### src/rtl/piano_pkg.sv
// Shared constants for the piano display pipeline: key geometry defaults,
// key index encoding and the colours the downstream colour stage paints with.
package piano_pkg;

  localparam int NUM_KEYS  = 7;
  localparam int KEY_IDX_W = 3;
  localparam int ADDR_W    = 17;
  localparam int HOLD_W    = 8;

  typedef logic [KEY_IDX_W-1:0] key_idx_t;

  localparam key_idx_t KEY_NONE = 3'd7;

  localparam logic [9:0] DEF_X0          = 10'd40;
  localparam logic [9:0] DEF_Y0          = 10'd280;
  localparam logic [9:0] DEF_KEY_W       = 10'd80;
  localparam logic [9:0] DEF_KEY_H       = 10'd160;
  localparam int         DEF_IMG_W       = 320;
  localparam int         DEF_HOLD_FRAMES = 8;

  typedef logic [11:0] rgb_t;

  localparam rgb_t COLOR_KEY_UP   = 12'hFFF;
  localparam rgb_t COLOR_KEY_DOWN = 12'hF80;
  localparam rgb_t COLOR_KEY_EDGE = 12'h000;

  // Left edge of key i, widened to 11 bits so the band end (X0 + 7*KEY_W) cannot wrap.
  function automatic logic [10:0] key_left(input logic [9:0] x0,
                                           input logic [9:0] key_w,
                                           input int         idx);
    return 11'(x0) + 11'(key_w) * 11'(idx);
  endfunction

endpackage

### src/rtl/piano_key_locator_if.sv
// Scan-position in / key-location out bundle between the VGA timing side
// (master) and the key locator (slave).
interface piano_key_locator_if;
  import piano_pkg::*;

  logic [9:0]          h_cnt;
  logic [9:0]          v_cnt;
  logic                valid_in;
  logic                frame_start;
  logic [NUM_KEYS-1:0] key_in;

  logic [ADDR_W-1:0]   pixel_addr;
  key_idx_t            key;
  logic                down;
  logic                valid;

  modport master (
    output h_cnt, v_cnt, valid_in, frame_start, key_in,
    input  pixel_addr, key, down, valid
  );

  modport slave (
    input  h_cnt, v_cnt, valid_in, frame_start, key_in,
    output pixel_addr, key, down, valid
  );

endinterface

### src/rtl/piano_key_hold.sv
// One key's press-edge detector and frame hold counter; keeps the key lit for
// HOLD_FRAMES frame updates after a press edge even if the press was short.
module piano_key_hold
  import piano_pkg::*;
#(
  parameter int HOLD_FRAMES = DEF_HOLD_FRAMES
) (
  input  logic clk,
  input  logic rst_n,
  input  logic i_key,
  input  logic i_frame_start,
  output logic o_next_state
);

  logic              r_key_prev;
  logic [HOLD_W-1:0] r_hold_cnt;
  logic              w_rise;

  assign w_rise = i_key & ~r_key_prev;

  // NOTE: sequential state uses non-blocking assignments so every register
  // samples pre-edge values, independent of statement order.
  always_ff @(posedge clk or negedge rst_n) begin
    if (!rst_n) begin
      r_key_prev <= 1'b0;
      r_hold_cnt <= '0;
    end else begin
      r_key_prev <= i_key;
      if (w_rise)
        r_hold_cnt <= HOLD_W'(HOLD_FRAMES);
      else if (i_frame_start && (r_hold_cnt != '0))
        r_hold_cnt <= r_hold_cnt - 1'b1;
    end
  end

  assign o_next_state = i_key | (r_hold_cnt != '0);

endmodule

### src/rtl/piano_key_locator.sv
// Maps the VGA scan position to a piano key index and pressed flag, and issues
// the half-resolution background ROM address. Optional hold: PIANO_KEY_HOLD_EN.
module piano_key_locator
  import piano_pkg::*;
#(
  parameter logic [9:0] X0    = DEF_X0,
  parameter logic [9:0] Y0    = DEF_Y0,
  parameter logic [9:0] KEY_W = DEF_KEY_W,
  parameter logic [9:0] KEY_H = DEF_KEY_H,
  parameter int         IMG_W = DEF_IMG_W
`ifdef PIANO_KEY_HOLD_EN
  ,
  parameter int         HOLD_FRAMES = DEF_HOLD_FRAMES
`endif
) (
  input logic               clk,
  input logic               rst_n,
  piano_key_locator_if.slave bus
);

  localparam logic [10:0] BAND_X_END = key_left(X0, KEY_W, NUM_KEYS);
  localparam logic [10:0] BAND_Y_END = 11'(Y0) + 11'(KEY_H);

  logic [10:0]         w_h;
  logic [10:0]         w_v;
  logic                w_in_band;
  key_idx_t            w_col;
  logic [ADDR_W-1:0]   w_addr;
  logic [NUM_KEYS-1:0] w_next_state;
  logic [NUM_KEYS:0]   w_disp_ext;
  logic                w_down1;

  key_idx_t            r_col1;
  logic                r_valid1;
  logic [ADDR_W-1:0]   r_addr;
  key_idx_t            r_key;
  logic                r_down;
  logic                r_valid;
  logic [NUM_KEYS-1:0] r_disp_state;

  assign w_h = {1'b0, bus.h_cnt};
  assign w_v = {1'b0, bus.v_cnt};

  assign w_in_band = (w_v >= 11'(Y0)) && (w_v < BAND_Y_END) &&
                     (w_h >= 11'(X0)) && (w_h < BAND_X_END);

  // NOTE: w_col gets its default before the chain, so no path leaves it
  // unassigned and no latch is inferred.
  always_comb begin
    w_col = KEY_NONE;
    if (w_in_band) begin
      for (int i = 0; i < NUM_KEYS; i++) begin
        if (w_h >= key_left(X0, KEY_W, i))
          w_col = key_idx_t'(i);
      end
    end
  end

  assign w_addr = ADDR_W'(bus.v_cnt >> 1) * ADDR_W'(IMG_W) + ADDR_W'(bus.h_cnt >> 1);

`ifdef PIANO_KEY_HOLD_EN
  for (genvar g = 0; g < NUM_KEYS; g++) begin : g_hold
    piano_key_hold #(
      .HOLD_FRAMES (HOLD_FRAMES)
    ) u_hold (
      .clk           (clk),
      .rst_n         (rst_n),
      .i_key         (bus.key_in[g]),
      .i_frame_start (bus.frame_start),
      .o_next_state  (w_next_state[g])
    );
  end
`else
  assign w_next_state = bus.key_in;
`endif

  // Displayed key state only moves at frame_start so a key never tears mid-frame.
  always_ff @(posedge clk or negedge rst_n) begin
    if (!rst_n)
      r_disp_state <= '0;
    else if (bus.frame_start)
      r_disp_state <= w_next_state;
  end

  always_ff @(posedge clk or negedge rst_n) begin
    if (!rst_n) begin
      r_col1   <= KEY_NONE;
      r_valid1 <= 1'b0;
      r_addr   <= '0;
    end else begin
      r_col1   <= w_col;
      r_valid1 <= bus.valid_in;
      r_addr   <= w_addr;
    end
  end

  // Padding with a zero at index KEY_NONE keeps the lookup in range for "no key".
  assign w_disp_ext = {1'b0, r_disp_state};
  assign w_down1    = (r_col1 != KEY_NONE) && w_disp_ext[r_col1];

  always_ff @(posedge clk or negedge rst_n) begin
    if (!rst_n) begin
      r_key   <= KEY_NONE;
      r_down  <= 1'b0;
      r_valid <= 1'b0;
    end else begin
      r_key   <= r_col1;
      r_down  <= w_down1;
      r_valid <= r_valid1;
    end
  end

  assign bus.pixel_addr = r_addr;
  assign bus.key        = r_key;
  assign bus.down       = r_down;
  assign bus.valid      = r_valid;

endmodule

### src/flat_wrapper.sv
// flat-port wrapper written by rule: the top's interface ports become plain ports
module piano_key_locator_flat import piano_pkg::*;
#(
  parameter logic [9:0] X0    = DEF_X0,
  parameter logic [9:0] Y0    = DEF_Y0,
  parameter logic [9:0] KEY_W = DEF_KEY_W,
  parameter logic [9:0] KEY_H = DEF_KEY_H,
  parameter int         IMG_W = DEF_IMG_W

)
  (clk, rst_n, bus_h_cnt, bus_v_cnt, bus_valid_in, bus_frame_start, bus_key_in, bus_pixel_addr, bus_key, bus_down, bus_valid);
  piano_key_locator_if bus_i ();
  input logic clk;
  input logic rst_n;
  input wire logic [$bits(bus_i.h_cnt)-1:0] bus_h_cnt;
  input wire logic [$bits(bus_i.v_cnt)-1:0] bus_v_cnt;
  input wire logic [$bits(bus_i.valid_in)-1:0] bus_valid_in;
  input wire logic [$bits(bus_i.frame_start)-1:0] bus_frame_start;
  input wire logic [$bits(bus_i.key_in)-1:0] bus_key_in;
  output wire logic [$bits(bus_i.pixel_addr)-1:0] bus_pixel_addr;
  output wire logic [$bits(bus_i.key)-1:0] bus_key;
  output wire logic [$bits(bus_i.down)-1:0] bus_down;
  output wire logic [$bits(bus_i.valid)-1:0] bus_valid;
  assign bus_i.h_cnt = bus_h_cnt;
  assign bus_i.v_cnt = bus_v_cnt;
  assign bus_i.valid_in = bus_valid_in;
  assign bus_i.frame_start = bus_frame_start;
  assign bus_i.key_in = bus_key_in;
  assign bus_pixel_addr = bus_i.pixel_addr;
  assign bus_key = bus_i.key;
  assign bus_down = bus_i.down;
  assign bus_valid = bus_i.valid;
  piano_key_locator #(.X0(X0), .Y0(Y0), .KEY_W(KEY_W), .KEY_H(KEY_H), .IMG_W(IMG_W)) u_core (.clk(clk), .rst_n(rst_n), .bus(bus_i));
endmodule
### config.mk
export PLATFORM = sky130hd
export DESIGN_NAME = piano_key_locator_flat
export DESIGN_NICKNAME = d
export VERILOG_FILES = /design/src/rtl/piano_pkg.sv /design/src/rtl/piano_key_locator_if.sv /design/src/rtl/piano_key_hold.sv /design/src/rtl/piano_key_locator.sv /design/src/flat_wrapper.sv
export SDC_FILE = /design/constraint.sdc
export NUM_CORES = 1
export LEC_CHECK = 0
export ABC_AREA = 1
export BUFFER_PORTS_ARGS = -buffer_cell sky130_fd_sc_hd__buf_2
export CAP_MARGIN = 30
export CORE_UTILIZATION = 25
export CTS_CLUSTER_DIAMETER = 200
export DETAILED_ROUTE_END_ITERATION = 8
export GPL_TIMING_DRIVEN = 0
export PLACE_DENSITY = 0.44
export SLEW_MARGIN = 20
export SYNTH_ARGS = -nofsm -noshare
export SYNTH_HDL_FRONTEND = slang
export SYNTH_HIERARCHICAL = 1
export SYNTH_SLANG_ARGS = --single-unit
### constraint.sdc
create_clock -name clk -period 1.2 [get_ports clk]
set_input_delay 0.06 -clock clk [delete_from_list [all_inputs] [get_ports clk]]
set_output_delay 0.06 -clock clk [all_outputs]
set_load 0.02 [all_outputs]
; ---- Word level (Yosys, flattened, before mapping)
; Cells that the tools add are included.
[totals]
in_bits = 31
register_bits = 33
out_inout_bits = 22
[op_classes]
eq_ne = 1
n_mux = 10
magnitude_cmp = 11
reduce_logical = 4
n_mul = 1
add_sub_neg = 1
[op_table]
columns = operator, count
row1 = $ge 10x9->1 const B, 4
row2 = $mux 3, 8
row3 = $add 17x9->17, 1
row4 = $mul 9x3->11 const B, 1
row5 = $ge 10x10->1 const B, 1
row6 = $ge 10x6->1 const B, 1
row7 = $ge 10x7->1 const B, 1
row8 = $ge 10x8->1 const B, 1
row9 = $lt 10x10->1 const B, 1
row10 = $lt 10x9->1 const B, 1
row11 = $logic_and 1x1->1, 4
row12 = $lt 3x4->1 const B, 1
row13 = $bmux 1 s3, 1
row14 = $ne 3x3->1 const B, 1
row15 = $mux 1, 1

; ---- Logic depth before layout (Yosys ltp)
[depth]
ltp_word = 9
mapped_depth = 13
mapped_depth_nobuf = 13

; ---- Worst setup path after synthesis
; OpenSTA, ideal clock, no wires.
[synth_timing]
path_type = input port to flip-flop
start = in bus_v_cnt[2]
end = reg u_core.r_addr[16], in the netlist u_core/bus.pixel_addr[16]
path_buffers = 0
path_slack_ns = -0.637
arrival_time_ns = 1.721
t_required_ns = 1.084
cell_stages = 13
cell_sequence = ha_1 -> ha_1 -> fa_1 -> nand2_1 -> clkinv_1 -> nor2_4 -> nand2_2 -> nor2_4 -> nand2_1 -> nor2_1 -> nand3_1 -> nand2_1 -> nand2_1
[synth_via]
elab_chain_cells = 2
[synth_lines]
columns = item, line
row1 = "start, declared", flat_wrapper.sv:16  ; input wire logic [$bits(bus_i.v_cnt)-1:0] bus_v_cnt;
row2 = $mul 9x3->11, piano_key_locator.sv:59  ; assign w_addr = ADDR_W'(bus.v_cnt >> 1) * ADDR_W'(IMG_W) + ADDR_W'(bus.h_cnt >> 1);
row3 = $add 17x9->17, piano_key_locator.sv:59
row4 = via u_core.w_addr[16], piano_key_locator.sv:28  ; logic [ADDR_W-1:0] w_addr;
row5 = "end signal, assigned", piano_key_locator.sv:93  ; r_addr <= w_addr;
row6 = "end, declared", piano_key_locator.sv:35  ; logic [ADDR_W-1:0] r_addr;
; The timed path passes the listed nets, and every way through them passes these cells.
; A chain may end at the register's enable or synchronous reset.

; ---- Worst setup path after layout
[layout_timing]
start = in bus_v_cnt[4]
end = reg u_core.r_addr[15], in the netlist u_core/bus.pixel_addr[15]
; Same word-level chain as after synthesis.

==> metrics <==
Netlist Area Pre-Place 0.001967 sq mm; skew final 0.009751 ns; RSZ-0062 raised after global routing yes; Longest Clk Path Bufs 2; sw frac 0.3020; initial antenna violation count 0; max_cap viols 0; Final Max Tran Viols 0; DR WL met3 190 um; grt ovf 0; hold_sp bus_key_in[0]; io pins 53; met2 WL 1703 um; clock share of power 0.309; CP Buf/Inv Count 2; FF-to-FF path depth 4; die area 0.008226 sq mm; Final Hold Vio Count 0; highest metal used met4; CTS Buf Count 5; Gate power share 0.310; Critical Path RT 1.36 ns; DRC 0; layout cells sized above 1 0.3290; syn nets 282; worst vdd ir 0.3916 mV; via/cell ratio 4.022; asr flop ratio synth 1.000; largest net degree at the start of global routing 34; post-synth cell types 29; Initial Utilization 0.2641; Mapped Cells 232; HPWL Detailed 3268 um; total track usage 0.1104; vias in the first global route 1592; Pint 2.344 mW; Design Power 3.358 mW; CTS tree done; status complete, but fails checks; CP top delay family adder cells; EDFF count, synth 0; # rows 31; worst hold path endpoint u_core/r_disp_state[0]; Final Routed Wirelength 4084 um; Root Buffer clkbuf_8; # setup viols final 7; die extent in y 90.70 um; first-pass iteration count of the detailed router 4; nets 356; Tcrit/Tclk final 1.269; Seq cells post-synth 33; Detail Route Antenna Nets 0; design area 0.002728 sq mm; H-tree level count 2; Worst Setup Start Kind input pin; CP Class in -> reg; Peak Freq 0.6565 GHz; most common cell after layout, fill and taps aside nand2_1; DP Area 0.002372 sq mm; core area 0.007447 sq mm; post-synthesis sequential area ratio 0.4237; top post-synthesis cells by area dfrtp_1 (34%), nand2_1 (11%), ha_1 (11%), dfstp_2 (8.0%), inv_1 (6.3%); first-pass GRT wire length 7314 um; reg2reg setup slack 0.07 ns; CP max FO 3; max incr delay on CP 0.54 ns; antenna diode count 0; Final Critical Period 1.523 ns; sum of routed wire segments on met1 2146 um; fin worst setup slack -0.3233 ns; Fillers 768; Net Sw Power 1.014 mW; Worst-path clk slew 0.06 ns; CP cell instances buf_8 -> ha_4 -> ha_4 -> fa_2 -> nand2_2 -> inv_2 -> nand2_2 -> nor2_4 -> nand3_2 -> o21ai_1 -> nand2_1; DR WL/cell 10.06 um; Critical Path AT 1.69 ns; r2r endpoint u_core/bus.down; LEAKAGE 1.376 nW; YS warnings 6; CTS Sinks 33; setup TNS -1.580 ns; failing checks negative setup slack; pin slew with the least headroom to its limit 0.6813 ns; Power Density 1231 mW/mm^2; Slowest-stage cell, CP fa_2; Syn-to-layout area delta 38.68%; PortBufs 49; routed via count 1633; dominant cell type by area after synthesis dfrtp_1; most frequent cells in the layout nand2_1 (54), buf_2 (47), inv_1 (32), dfrtp_1 (27), nor2_1 (17); Initial DRC Count 48; Post-synth top flop dfrtp_1; post-synth top area share 0.3435; Flop pwr share 0.380; r2r startpoint u_core/r_col1[0]; Hold Crit Class in -> reg; Mapped Avg Cell Area 8.478 sq um; Worst setup EP type flop; worst-skew pair later-pin latency 0.28 ns; hold path depth 2; Max-Slew Margin vs Limit 0.5458; routability cong. 0.7501; Die Wd 90.70 um
how the worst max path moves through the flow:
stage                       from                        end  slack, ns  depth (start not counted)
floorplan           bus_v_cnt[2]  u_core/bus.pixel_addr[15]      -0.51                         10
global placement    bus_v_cnt[2]  u_core/bus.pixel_addr[15]      -0.76                         11
detailed placement  bus_v_cnt[2]  u_core/bus.pixel_addr[15]      -0.76                         11
CTS                 bus_v_cnt[4]  u_core/bus.pixel_addr[15]      -0.30                         11
global route        bus_v_cnt[4]  u_core/bus.pixel_addr[16]      -0.41                         14
finish              bus_v_cnt[4]  u_core/bus.pixel_addr[15]      -0.32                         11
synth_stat cells (2+ instances only):
library cell	instances
nand2_1	57
inv_1	33
dfrtp_1	27
ha_1	17
nand3_1	17
nor2_1	17
o21ai_0	10
a21oi_1	7
dfstp_2	6
nand4_1	5
mux2_2	4
nand2_2	3
nor2_2	3
xnor2_1	3
a31oi_1	2
clkinv_1	2
fa_1	2
nand2_4	2
nand3_2	2
nor2_4	2
nor3_1	2
xor2_1	2
registers in the layout, summed over array words and instances (netlist names):
register	flops
u_core/bus.down	1
u_core/bus.key	3
u_core/bus.pixel_addr	17
u_core/bus.valid	1
u_core/r_col1	3
u_core/r_disp_state	7
u_core/r_valid1	1
per-stage QoR:
step | util | instances | hold WS, ns | setup WS [ns]
after global routing | 0.3663 | 406 | 0.009234 | -0.4113
after detailed placement | 0.3185 | 380 | 0.1533 | -0.7608
after global placement | 0.3185 | 380 | 0.1617 | -0.7636
after floorplan | - | 232 | -0.2356 | -0.5054
final | 0.3663 | 406 | 0.01913 | -0.3233
after CTS | 0.3619 | 405 | 0.01209 | -0.2985
layout make-up:
cell class | instances | area [sq um] | share of cell area
Multi-Input combinational cell | 163 | 1094 | 0.4009
Sequential cell | 33 | 833.3 | 0.3055
Timing Repair Buffer | 67 | 424.2 | 0.1555
Inverter | 35 | 132.6 | 0.04862
Tap cell | 99 | 123.9 | 0.04541
Clock buffer | 7 | 86.33 | 0.03165
Clock inverter | 1 | 30.03 | 0.01101
Buffer | 1 | 3.754 | 0.001376
layer usage:
layer,vias up,track usage
met5,-,0
met4,0,0.04435
met3,2,0.02525
met2,45,0.1635
met1,698,0.1535
li1,888,-
kinds of logic after synthesis:
kind of cell / Yosys count / share of synthesized area
and+or+nand+nor: 111 / 0.2615
buffers and inverters: 36 / 0.06870
DFF: 33 / 0.4237
AOI/OAI and AO/OA: 24 / 0.07252
adders and majority gates: 19 / 0.1285
xor gates and xnor gates: 5 / 0.02227
muxes: 4 / 0.02290
power by group through the flow:
stage | Sequential [mW] | Combinational, mW | Clock [mW]
finish | 1.28 | 1.04 | 1.04
global route | 1.29 | 1.17 | 1.15
CTS | 1.28 | 1.03 | 1.09
detailed placement | 1.30 | 0.941 | 0
global placement | 1.30 | 0.941 | 0
floorplan | 1.43 | 0.511 | 0
repair_timing:
action	CTS	global route
endpoints found under the hold margin	37	0
gates cloned	0	0
gates resized for setup	12	3
pin swaps	10	0
hold buffers	11	0
setup endpoints to repair	6	7
setup buffers	6	1
(Power assumes the default switching activity.)
